$ cat config.mk
export PLATFORM = sky130hd
export DESIGN_NAME = surf4_i2c_arb
export DESIGN_NICKNAME = d
export VERILOG_FILES = /design/src/rtl/surf4_i2c_pkg.sv /design/src/rtl/surf4_i2c_wdog.sv /design/src/rtl/surf4_i2c_arb.sv
export SDC_FILE = /design/constraint.sdc
export NUM_CORES = 1
export LEC_CHECK = 0
export ABC_AREA = 1
export BUFFER_PORTS_ARGS = -buffer_cell sky130_fd_sc_hd__buf_2
export CAP_MARGIN = 20
export CORE_ASPECT_RATIO = 0.6
export CORE_MARGIN = 1.5
export CORE_UTILIZATION = 46
export CTS_BUF_LIST = sky130_fd_sc_hd__clkbuf_16
export DETAILED_ROUTE_END_ITERATION = 12
export PLACE_DENSITY = 0.85
export SLEW_MARGIN = 40
export SYNTH_ARGS = -nofsm -noshare
export SYNTH_HDL_FRONTEND = slang
export SYNTH_HIERARCHICAL = 1
export SYNTH_SLANG_ARGS = --single-unit
$ cat constraint.sdc
create_clock -name clk_i -period 2.65 [get_ports clk_i]
set_input_delay 0.53 -clock clk_i [delete_from_list [all_inputs] [get_ports clk_i]]
set_output_delay 0.53 -clock clk_i [all_outputs]
set_load 0.005 [all_outputs]
$ cat src/rtl/surf4_i2c_pkg.sv
// rtl/surf4_i2c_pkg.sv - shared types and constants for the I2C core arbiter
package surf4_i2c_pkg;

    typedef enum logic [1:0] {
        ST_IDLE  = 2'd0,
        ST_OWN   = 2'd1,
        ST_ABORT = 2'd2
    } arb_state_t;

    localparam int M0    = 0;
    localparam int M1    = 1;
    localparam int ADR_W = 7;
    localparam int DAT_W = 8;

    // Owner index (0 = m0, 1 = m1) to one-hot grant vector.
    function automatic logic [1:0] owner_gnt(input logic idx);
        return idx ? 2'b10 : 2'b01;
    endfunction

endpackage

$ cat src/rtl/surf4_i2c_wdog.sv
// rtl/surf4_i2c_wdog.sv - ack watchdog counter with sticky expiry flag
module surf4_i2c_wdog #(
    parameter int TIMEOUT_CYCLES = 1024,
    parameter int CNT_W          = 11
) (
    input  logic clk_i,
    input  logic rst_i,
    input  logic run,
    input  logic term,
    input  logic clr,
    output logic expire,
    output logic flag
);

    localparam logic [CNT_W-1:0] LAST = CNT_W'(TIMEOUT_CYCLES - 1);

    logic [CNT_W-1:0] cnt;

    // A termination in the expiry cycle suppresses the expiry.
    assign expire = run & ~term & (cnt == LAST);

    always_ff @(posedge clk_i or posedge rst_i) begin
        if (rst_i) begin
            cnt  <= '0;
            flag <= 1'b0;
        end else begin
            if (!run || term || expire) begin
                cnt <= '0;
            end else begin
                cnt <= cnt + CNT_W'(1);
            end
            // Set has priority over clear.
            if (expire) begin
                flag <= 1'b1;
            end else if (clr) begin
                flag <= 1'b0;
            end
        end
    end

endmodule

$ cat src/rtl/surf4_i2c_arb.sv
// rtl/surf4_i2c_arb.sv - two-master WISHBONE arbiter in front of the I2C controller core
module surf4_i2c_arb
    import surf4_i2c_pkg::*;
#(
    parameter int TIMEOUT_CYCLES = 1024,
    parameter int FIXED_PRIO     = 0,
    parameter int CNT_W          = 11
) (
    input  logic             clk_i,
    input  logic             rst_i,
    input  logic             m0_cyc_i,
    input  logic             m0_stb_i,
    input  logic             m0_we_i,
    input  logic [ADR_W-1:0] m0_adr_i,
    input  logic [DAT_W-1:0] m0_dat_i,
    input  logic             m0_lock_i,
    output logic             m0_ack_o,
    output logic             m0_err_o,
    output logic             m0_rty_o,
    input  logic             m1_cyc_i,
    input  logic             m1_stb_i,
    input  logic             m1_we_i,
    input  logic [ADR_W-1:0] m1_adr_i,
    input  logic [DAT_W-1:0] m1_dat_i,
    input  logic             m1_lock_i,
    output logic             m1_ack_o,
    output logic             m1_err_o,
    output logic             m1_rty_o,
    output logic [DAT_W-1:0] m_dat_o,
    output logic             s_cyc_o,
    output logic             s_stb_o,
    output logic             s_we_o,
    output logic [ADR_W-1:0] s_adr_o,
    output logic [DAT_W-1:0] s_dat_o,
    input  logic             s_ack_i,
    input  logic             s_err_i,
    input  logic             s_rty_i,
    input  logic [DAT_W-1:0] s_dat_i,
    output logic [1:0]       gnt_o,
    output logic             timeout_o,
    input  logic             timeout_clr_i
);

    arb_state_t       state;
    logic             owner;
    logic             last_owner;
    logic             req0;
    logic             req1;
    logic             pick;
    logic             owning;
    logic             sel0;
    logic             sel1;
    logic             term;
    logic             wd_expire;
    logic             own_cyc;
    logic             own_stb;
    logic             own_we;
    logic             own_lock;
    logic [ADR_W-1:0] own_adr;
    logic [DAT_W-1:0] own_dat;

    assign req0 = m0_cyc_i & m0_stb_i;
    assign req1 = m1_cyc_i & m1_stb_i;

    // Ties go to the master that did not own the core last, unless m0 is fixed-priority.
    always_comb begin
        pick = 1'b0;
        if (req0 && req1) begin
            pick = (FIXED_PRIO != 0) ? 1'b0 : ~last_owner;
        end else if (req1) begin
            pick = 1'b1;
        end
    end

    always_comb begin
        own_cyc  = m0_cyc_i;
        own_stb  = m0_stb_i;
        own_we   = m0_we_i;
        own_lock = m0_lock_i;
        own_adr  = m0_adr_i;
        own_dat  = m0_dat_i;
        if (owner) begin
            own_cyc  = m1_cyc_i;
            own_stb  = m1_stb_i;
            own_we   = m1_we_i;
            own_lock = m1_lock_i;
            own_adr  = m1_adr_i;
            own_dat  = m1_dat_i;
        end
    end

    assign owning  = (state == ST_OWN);
    assign sel0    = owning & ~owner;
    assign sel1    = owning & owner;

    assign s_cyc_o = owning & own_cyc;
    assign s_stb_o = owning & own_cyc & own_stb;
    assign s_we_o  = owning & own_we;
    assign s_adr_o = owning ? own_adr : '0;
    assign s_dat_o = owning ? own_dat : '0;
    assign m_dat_o = s_dat_i;

    assign term    = s_stb_o & (s_ack_i | s_err_i | s_rty_i);

    // Terminations only reach the owner, and only while the core is really granted.
    assign m0_ack_o = sel0 & s_ack_i;
    assign m0_err_o = sel0 & (s_err_i | wd_expire);
    assign m0_rty_o = sel0 & s_rty_i;
    assign m1_ack_o = sel1 & s_ack_i;
    assign m1_err_o = sel1 & (s_err_i | wd_expire);
    assign m1_rty_o = sel1 & s_rty_i;

    surf4_i2c_wdog #(
        .TIMEOUT_CYCLES (TIMEOUT_CYCLES),
        .CNT_W          (CNT_W)
    ) u_wdog (
        .clk_i  (clk_i),
        .rst_i  (rst_i),
        .run    (s_stb_o),
        .term   (term),
        .clr    (timeout_clr_i),
        .expire (wd_expire),
        .flag   (timeout_o)
    );

    always_ff @(posedge clk_i or posedge rst_i) begin
        if (rst_i) begin
            state      <= ST_IDLE;
            owner      <= 1'b0;
            last_owner <= 1'b1;
            gnt_o      <= 2'b00;
        end else begin
            case (state)
                ST_IDLE: begin
                    if (req0 || req1) begin
                        owner <= pick;
                        gnt_o <= owner_gnt(pick);
                        state <= ST_OWN;
                    end
                end
                ST_OWN: begin
                    if (wd_expire) begin
                        state <= ST_ABORT;
                    end else if ((term && !(own_lock && own_cyc)) || !own_cyc) begin
                        state      <= ST_IDLE;
                        last_owner <= owner;
                        gnt_o      <= 2'b00;
                    end
                end
                ST_ABORT: begin
                    // Hold the owner off the core until it abandons its cycle.
                    if (!own_cyc) begin
                        state      <= ST_IDLE;
                        last_owner <= owner;
                        gnt_o      <= 2'b00;
                    end
                end
                default: begin
                    state <= ST_IDLE;
                    gnt_o <= 2'b00;
                end
            endcase
        end
    end

endmodule
Word-level counts from Yosys, hierarchy flattened:

Index checks and enable logic that the tools add are counted.

* input port bits: 52
* output and inout port bits: 35
* word-level logic and storage cells: 80
* register bits after elaboration: 18

* add/sub/neg operators: 1
* mux-type cells: 26
* reductions and logical operators: 17
* bitwise logic cells: 22
* eq/ne operators: 8

Operators by type and width (number)
* $and A1 B1 Y1: 16
* $mux W8: 2
* $mux W2: 7
* $mux W7: 2
* $pmux W2 S3: 2
* $add A11 B1 Y11 const B: 1
* $eq A11 B10 Y1 const B: 1
* $mux W1: 11
* $mux W11: 1
* $reduce_and A4 Y1: 2
* $ne A2 B2 Y1 const B: 3
* $logic_or A1 B1 Y1: 4
* $reduce_bool A2 Y1: 2
* $logic_and A1 B1 Y1: 3
* $logic_not A1 Y1: 3
* $ne A3 B1 Y1 const B: 1
* $not A1 Y1: 3
* $or A1 B1 Y1: 3
* $reduce_and A3 Y1: 1
* $eq A2 B1 Y1 const B: 1
* $eq A2 B2 Y1 const B: 1
* $logic_not A2 Y1: 1
* $ne A2 B1 Y1 const B: 1
* $pmux W1 S2: 1
* $reduce_and A2 Y1: 1

Depth between registers and ports, before layout:

Gate-level depths: netlist (run 1).

* depth in word-level cells: 9
* depth in mapped cells: 16
* depth with buffers taken out: 15

Modules after synthesis:

Netlist (run 1), hierarchy kept.

Modules (own cells, without submodules)
* surf4_i2c_arb: seq. area each 151.4 um2, cells an instance 136, area an instance 735.7 um2, times used 1
* surf4_i2c_wdog: seq. area each 300.3 um2, cells an instance 78, area an instance 678.2 um2, times used 1

Worst setup path after synthesis (run 1):

No wires, ideal clock.

* kind: input to output
* start: in m1_cyc_i
* end: out m0_err_o
* cell stages on the path: 10
* path slack: 0.506 ns
* path buffers: 0
* arrival: 1.614 ns
* required time: 2.120 ns
* cells stage by stage: nand2_1 -> nand2_1 -> nand2_1 -> nor2_1 -> inv_1 -> nor2_4 -> inv_1 -> nor2_1 -> inv_1 -> a21oi_1

* word-level cells in the longest chain between the ends: 9

RTL lines
* from (decl): RTL line surf4_i2c_arb.sv:20 `input logic m1_cyc_i,`
* $mux W1 *: RTL line surf4_i2c_arb.sv:82 `if (owner) begin`
* $and A1 B1 Y1 * (2 in a row): RTL line surf4_i2c_arb.sv:97 `assign s_stb_o = owning & own_cyc & own_stb;`
* named net s_stb_o: RTL line surf4_i2c_arb.sv:31 `output logic s_stb_o,`
* $and A1 B1 Y1: RTL line surf4_i2c_arb.sv:103 `assign term = s_stb_o & (s_ack_i | s_err_i | s_rty_i);`
* $not A1 Y1: RTL line surf4_i2c_wdog.sv:20 `assign expire = run & ~term & (cnt == LAST);`
* $and A1 B1 Y1 * (2 in a row): RTL line surf4_i2c_wdog.sv:20
* named net wd_expire: RTL line surf4_i2c_arb.sv:54 `logic wd_expire;`
* $or A1 B1 Y1 *: RTL line surf4_i2c_arb.sv:107 `assign m0_err_o = sel0 & (s_err_i | wd_expire);`
* $and A1 B1 Y1 *: RTL line surf4_i2c_arb.sv:107
* to (decl): RTL line surf4_i2c_arb.sv:18 `output logic m0_err_o,`

Mark *: on every way through the listed nets, which the timed path passes. The rest lies on a longest branch.

Final worst setup path (run 1):

* start: reg state[1]
* end: out m0_err_o

* word-level cells in the longest chain between the ends: 9
* elaborated cells on any way between the ends: 10
* those cells by class: eq/ne (1); bitwise (9)

RTL lines
* from (decl): RTL line surf4_i2c_arb.sv:44 `arb_state_t state;`
* from (signal assigned): RTL line surf4_i2c_arb.sv:128 `state <= ST_IDLE;`
* from (signal assigned): RTL line surf4_i2c_arb.sv:138 `state <= ST_OWN;`
* from (signal assigned): RTL line surf4_i2c_arb.sv:143 `state <= ST_ABORT;`
* $eq A2 B1 Y1: RTL line surf4_i2c_arb.sv:92 `assign owning = (state == ST_OWN);`
* $and A1 B1 Y1 (2 in a row): RTL line surf4_i2c_arb.sv:97
* $and A1 B1 Y1: RTL line surf4_i2c_arb.sv:103
* named net term: RTL line surf4_i2c_arb.sv:53 `logic term;`
* $not A1 Y1: RTL line surf4_i2c_wdog.sv:20
* $and A1 B1 Y1 (2 in a row): RTL line surf4_i2c_wdog.sv:20
* named net wd_expire: RTL line surf4_i2c_arb.sv:54
* $or A1 B1 Y1: RTL line surf4_i2c_arb.sv:107
* $and A1 B1 Y1: RTL line surf4_i2c_arb.sv:107

The timed path passes the listed nets, and every way through them passes these cells.

==> flow_summary.ini, run 1 <==
[sta]
totalNegativeSetupSlack_ns = 0
slew_headroom_pct = 69.64
skew_ns = 0.001374
final_worst_setup_slack_ns = 0.2275
hold_viol_final = 0
slew_viol_final = 0
post-route-min-period_ns = 2.422
final_min_period_over_clock_period_pct = 91.41
worst_pin_slew_ns = 0.4549
fmaxAchievable_mhz = 412.8
setup_viol_count_final = 0

[worst_setup_path]
timing.critical_path.slowest_cell_delay_ns = 0.41
ff2ff_path_depth = 11
crit_fanout = 5
rr_endpoint = gnt_o[0]
crit_required_ns = 2.12
cp_slowest_cell = dfrtp_1
critPathMostFrequentCell = inv_1
critPathLaunchType = flop
cp_cell_sequence = nor2_2 -> nand2_1 -> nor3b_1 -> nor2_4 -> inv_1 -> nor2_1 -> inv_1 -> a21oi_1 -> buf_2
r2r_setup_slk_ns = 0.67
setup.worst_path.end_class = output pin
worst_r2r_startpoint = state[1]
critPathArrivalTime_ns = 1.89
timing_worst_setup_path_type = reg2out

[floorplan]
top_level_ports = 87
number_of_placement_rows = 15
starting_density_pct = 48.92
die-height_um = 45.95
die_area_um2 = 3426
placeable_core_area_um2 = 2890
floorplan.die.width_um = 74.57

[logic_synthesis]
synth.yosys.warnings = 6
portion_of_the_post_synthesis_area_used_by_sequential_elements_pct = 31.95
synthesis.instances = 214
syn_area_per_cell_um2 = 6.607
syn_nets = 267
post_synthesis_cell_area_um2 = 1414
yosys.area.top_type_share_pct = 30.09
yosys_most_used_dff = dfrtp_1
post_synth_main_area_contributors = dfrtp_1 30%, nand2_1 19%, a21oi_1 7.1%
synth-edff-count = 0
synth.lib_cells_used.distinct = 31
ys_ff_latch = 18
synth_top_area_cell = dfrtp_1
synthArstFlopShare_pct = 100.0

[cells_and_area]
layout_common_cells = 72 x nand2_1, 70 x buf_2, 24 x inv_1
final_net_count = 333
final_layout_size_suffix_gt1_share_pct = 36.20
layout.core_utilization_pct = 63.68
p_r_area_growth_vs_syn_pct = 30.18
final_common_cell = nand2_1
fill_cells = 258
diodes = 0

[global_route]
grt-ovfl-total = 0
grt_first_pass_wirelength_mm = 5.430
grt_max_degree = 19
grt_pass1_vias = 1179
grt_antenna_before_repair = 0
groute.usage.overall_pct = 21.55

[place]
io_buffers = 70
pre_cts_slack_ns = 0.3391
place.detailed.hpwl_mm = 2.911
place.gp.congestion = 0.8527

[clocking]
tritoncts_num_sinks = 18
cts_root_buffer = clkbuf_16
clock_tree.buffer_depth = 2
cts_buffers = 3
htree_levels = 1
cts_hold_bufs = 0
cts_tree = done
clock_insertion_delay_worst_skew_ns = 0.25
cts.clk_slew.worst_paths_ns = 0.05

[power_and_ir_drop]
leakage_nw = 1.033
power.density_cell_area_nw_per_um2 = 736.0
max-vdd-ir-drop_mv = 0.3125

[routing]
vias_per_cell = 4.785
initial_drc_count = 107
wirelength_mm = 3.681
drc = 0
drtPass1Iterations = 5
antenna_violating_nets_post_route = 0
wl_per_cell_um = 11.47
detailroute.via_count = 1536

[status]
run_status = complete, no violations

[min_path]
hold_path.class = in2async

[flow_run]
cap_violations = 0
==> critical path, delay by kind of cell (launching register included) <==
kind	cells	cell delay, ns
and+or+nand+nor	5	0.86
AOI/OAI and AO/OA	1	0.07
buffers and inverters	3	0.31
DFF	1	0.41
==> through the flow <==
step | power [W] | area, um2 | hold slack [ns] | instances
floorplan | 0.0008091 | 1414 | 0.3202 | 214
global placement | 0.001027 | 1750 | 0.4593 | 316
detailed placement | 0.001034 | 1750 | 0.4641 | 316
CTS | 0.001342 | 1829 | 0.2127 | 320
global route | 0.001475 | 1841 | 0.2345 | 321
finish | 0.001355 | 1841 | 0.2085 | 321
==> state kept, by name, summed over array words and instances, names as in the netlist <==
signal,flops
gnt_o,2
u_wdog/cnt,11
u_wdog/flag,1
owner,1
last_owner,1
state,2
==> layout make-up <==
cell class	instances	area [um2]	share of cell area, %
clock buffers	3	75.07	4.079
well taps	42	52.55	2.855
clock inverters	1	3.754	0.2039
inverters	27	101.3	5.506
flip-flops and latches	18	452.9	24.61
multi-input cells	156	774.5	42.08
repair buffers	74	380.4	20.67
==> report_power, final <==
group          leakage [nW]  switching (W)  internal, W  total (W)
registers             0.240      0.0000352     0.000322   0.000357
logic                 0.754       0.000422     0.000276   0.000697
clock network        0.0385      0.0000998     0.000201   0.000300
==> Yosys cell counts, types with 2 or more instances <==
| master | n |
|---|---|
| dfrtp_1 | 17 |
| inv_1 | 24 |
| nor2_2 | 8 |
| nor2_1 | 21 |
| buf_2 | 2 |
| a21o_1 | 2 |
| o21ai_1 | 2 |
| nand3_1 | 13 |
| nand2_1 | 72 |
| nand2_2 | 2 |
| nor2_4 | 3 |
| inv_2 | 2 |
| clkbuf_1 | 2 |
| a21oi_1 | 20 |
| buf_4 | 8 |
==> metal layers <==
layer | part of all wire (%) | GRT usage (%) | routed length [um]
met1 | 49 | 33.33 | 1816
met2 | 43 | 30.36 | 1574
met4 | 0.65 | 4.364 | 24
met3 | 7.2 | 4.867 | 266
met5 | 0 | 0 | 0
==> worst max-delay path by stage <==
stage / startpoint / to / slack (ns)
global route: owner / m0_err_o / -0.01
CTS: owner / m0_err_o / 0.08
detailed placement: m0_cyc_i / m0_err_o / 0.34
floorplan: m1_cyc_i / m0_err_o / 0.51
global placement: m1_cyc_i / m1_err_o / 0.43
finish: state[1] / m0_err_o / 0.23
==> kinds of logic after synthesis <==
kind of cell / count (synthesis) / synth area share (%)
DFF: 18 / 31.95
and+or+nand+nor: 124 / 40.71
buffers and inverters: 40 / 13.45
xor gates and xnor gates: 2 / 1.239
AOI/OAI and AO/OA: 29 / 11.77
adders and majority gates: 1 / 0.8848
==> what timing repair did <==
item	4_1_cts	5_1_grt
gates resized for setup	0	2
endpoints found under the setup margin	0	2
setup buffers	0	1
(Power assumes the default switching activity.)
==> inputs of run 2 (changes only) <==
--- a/config.mk
+++ b/config.mk
@@ -13,7 +13,8 @@
 export CORE_UTILIZATION = 46
 export CTS_BUF_LIST = sky130_fd_sc_hd__clkbuf_16
 export DETAILED_ROUTE_END_ITERATION = 12
-export PLACE_DENSITY = 0.85
+export PLACE_DENSITY = 0.95
+export REMOVE_ABC_BUFFERS = 1
 export SLEW_MARGIN = 40
 export SYNTH_ARGS = -nofsm -noshare
 export SYNTH_HDL_FRONTEND = slang
==> flow_summary.ini, run 2 (synthesis gave the netlist of run 1 again) <==
[floorplan]
floorplan.die.width_um = 74.57
number_of_placement_rows = 15
placeable_core_area_um2 = 2890
starting_density_pct = 48.92
die-height_um = 45.95
top_level_ports = 87
die_area_um2 = 3426

[global_route]
grt-ovfl-total = 0
grt_antenna_before_repair = 0
grt_pass1_vias = 1231
groute.usage.overall_pct = 22.48
grt_first_pass_wirelength_mm = 5.727
grt_max_degree = 19

[power_and_ir_drop]
leakage_nw = 1.039
max-vdd-ir-drop_mv = 0.3497
fin_total_pwr_w = 0.001368
power.density_cell_area_nw_per_um2 = 741.6

[cells_and_area]
largest_register_ff_count = 11
layout_common_cells = 72 x nand2_1, 70 x buf_2, 24 x inv_1
final_cell_area_um2 = 1844
max_flop_register = u_wdog/cnt
final_common_cell = nand2_1
diodes = 0
layout.core_utilization_pct = 63.81
p_r_area_growth_vs_syn_pct = 30.44
final_layout_size_suffix_gt1_share_pct = 35.71
top_regs = u_wdog/cnt: 11 flops, gnt_o: 2 flops, state: 2 flops
final_net_count = 334

[clocking]
clock_tree.buffer_depth = 2
cts_buffers = 3
cts_repair_resize_count = 0
clock_insertion_delay_worst_skew_ns = 0.25
tritoncts_num_sinks = 18
cts.clk_slew.worst_paths_ns = 0.05
htree_levels = 1
cts_root_buffer = clkbuf_16
cts_tree = done

[sta]
skew_ns = 0.002571
slew_viol_final = 0
post-route-min-period_ns = 2.463
totalNegativeSetupSlack_ns = 0
worst_pin_slew_ns = 0.4615
setup_repair_after_global_routing_missed_its_margin = no
fmaxAchievable_mhz = 406.0
setup_viol_count_final = 0
final_min_period_over_clock_period_pct = 92.94
slew_headroom_pct = 69.20
hold_viol_final = 0
worst_slack_on_hold_paths_ns = 0.2248

[worst_setup_path]
cp_slowest_cell = dfrtp_1
ff2ff_path_depth = 15
critPathLaunchType = flop
timing_worst_setup_path_type = reg2out
cp_cell_sequence = inv_2 -> nand2_1 -> nand2_1 -> nand2_1 -> nor2_1 -> inv_1 -> nor2_4 -> inv_1 -> nor2_1 -> inv_1 -> a21oi_1 -> buf_2
crit_required_ns = 2.12
critPathArrivalTime_ns = 1.93
rr_endpoint = gnt_o[1]
crit_fanout = 5
worst_r2r_startpoint = owner
timing.critical_path.slowest_cell_delay_ns = 0.44
r2r_setup_slk_ns = 0.65
setup.worst_path.end_class = output pin

[routing]
drtPass1Iterations = 4
wirelength_mm = 3.824
wl_per_cell_um = 11.88
detailroute.via_count = 1579
vias_per_cell = 4.904
antenna_violating_nets_post_route = 0
initial_drc_count = 86
drc = 0

[min_path]
hold_path.class = in2async

[place]
io_buffers = 70
place_area_um2 = 1758
place.detailed.hpwl_mm = 3.070
place.gp.congestion = 0.8511

[status]
run_status = complete, no violations

[flow_run]
cap_violations = 0
[run 2: where the power goes]
part / leakage, nW / internal [W] / switching, W
registers: 0.242 / 0.000320 / 0.0000363
clock network: 0.0385 / 0.000200 / 0.0000964
logic: 0.759 / 0.000284 / 0.000431
[run 2: layer usage]
metal	share of wire [%]	global-route usage (%)
met1	48	33.97
met5	0	0
met2	44	32.32
met4	0.16	2.182
met3	7.7	7.080
[run 2: worst max-delay path by stage]
stage | end | slack, ns | from
3_5_place_dp | m0_err_o | 0.33 | m0_cyc_i
5_1_grt | m1_err_o | 0.02 | owner
4_1_cts | m0_err_o | 0.12 | owner
2_1_floorplan | m0_err_o | 0.18 | owner
6_report | m0_err_o | 0.19 | owner
3_3_place_gp | m0_err_o | 0.44 | m0_cyc_i
[run 2: final cells by class]
type,count,area [um2]
timing repair buffer,75,387.9
tap,42,52.55
fill,272,1046
multi-input combinational,156,772.0
clock inverter,1,3.754
clock buffer,3,75.07
sequential,18,451.7
inverter,27,101.3
[run 2: timing repair]
| item | 4_1_cts | 5_1_grt |
|---|---|---|
| buffers inserted | 0 | 1 |
| setup endpoints to repair | 0 | 2 |
| hold buffers | 0 | 0 |
[run 2: critical path: cells and delay by family (launching register included)]
| family | cells | cell delay (ns) |
|---|---|---|
| simple gates | 6 | 0.66 |
| buf+inv | 5 | 0.47 |
| flops | 1 | 0.44 |
| compound gates | 1 | 0.13 |
[run 2: through the flow]
step	instances	setup slack, ns
final	322	0.1870
after global routing	322	0.01716
after CTS	321	0.1204
after detailed placement	317	0.3330
after global placement	317	0.4393
after floorplan	201	0.1783
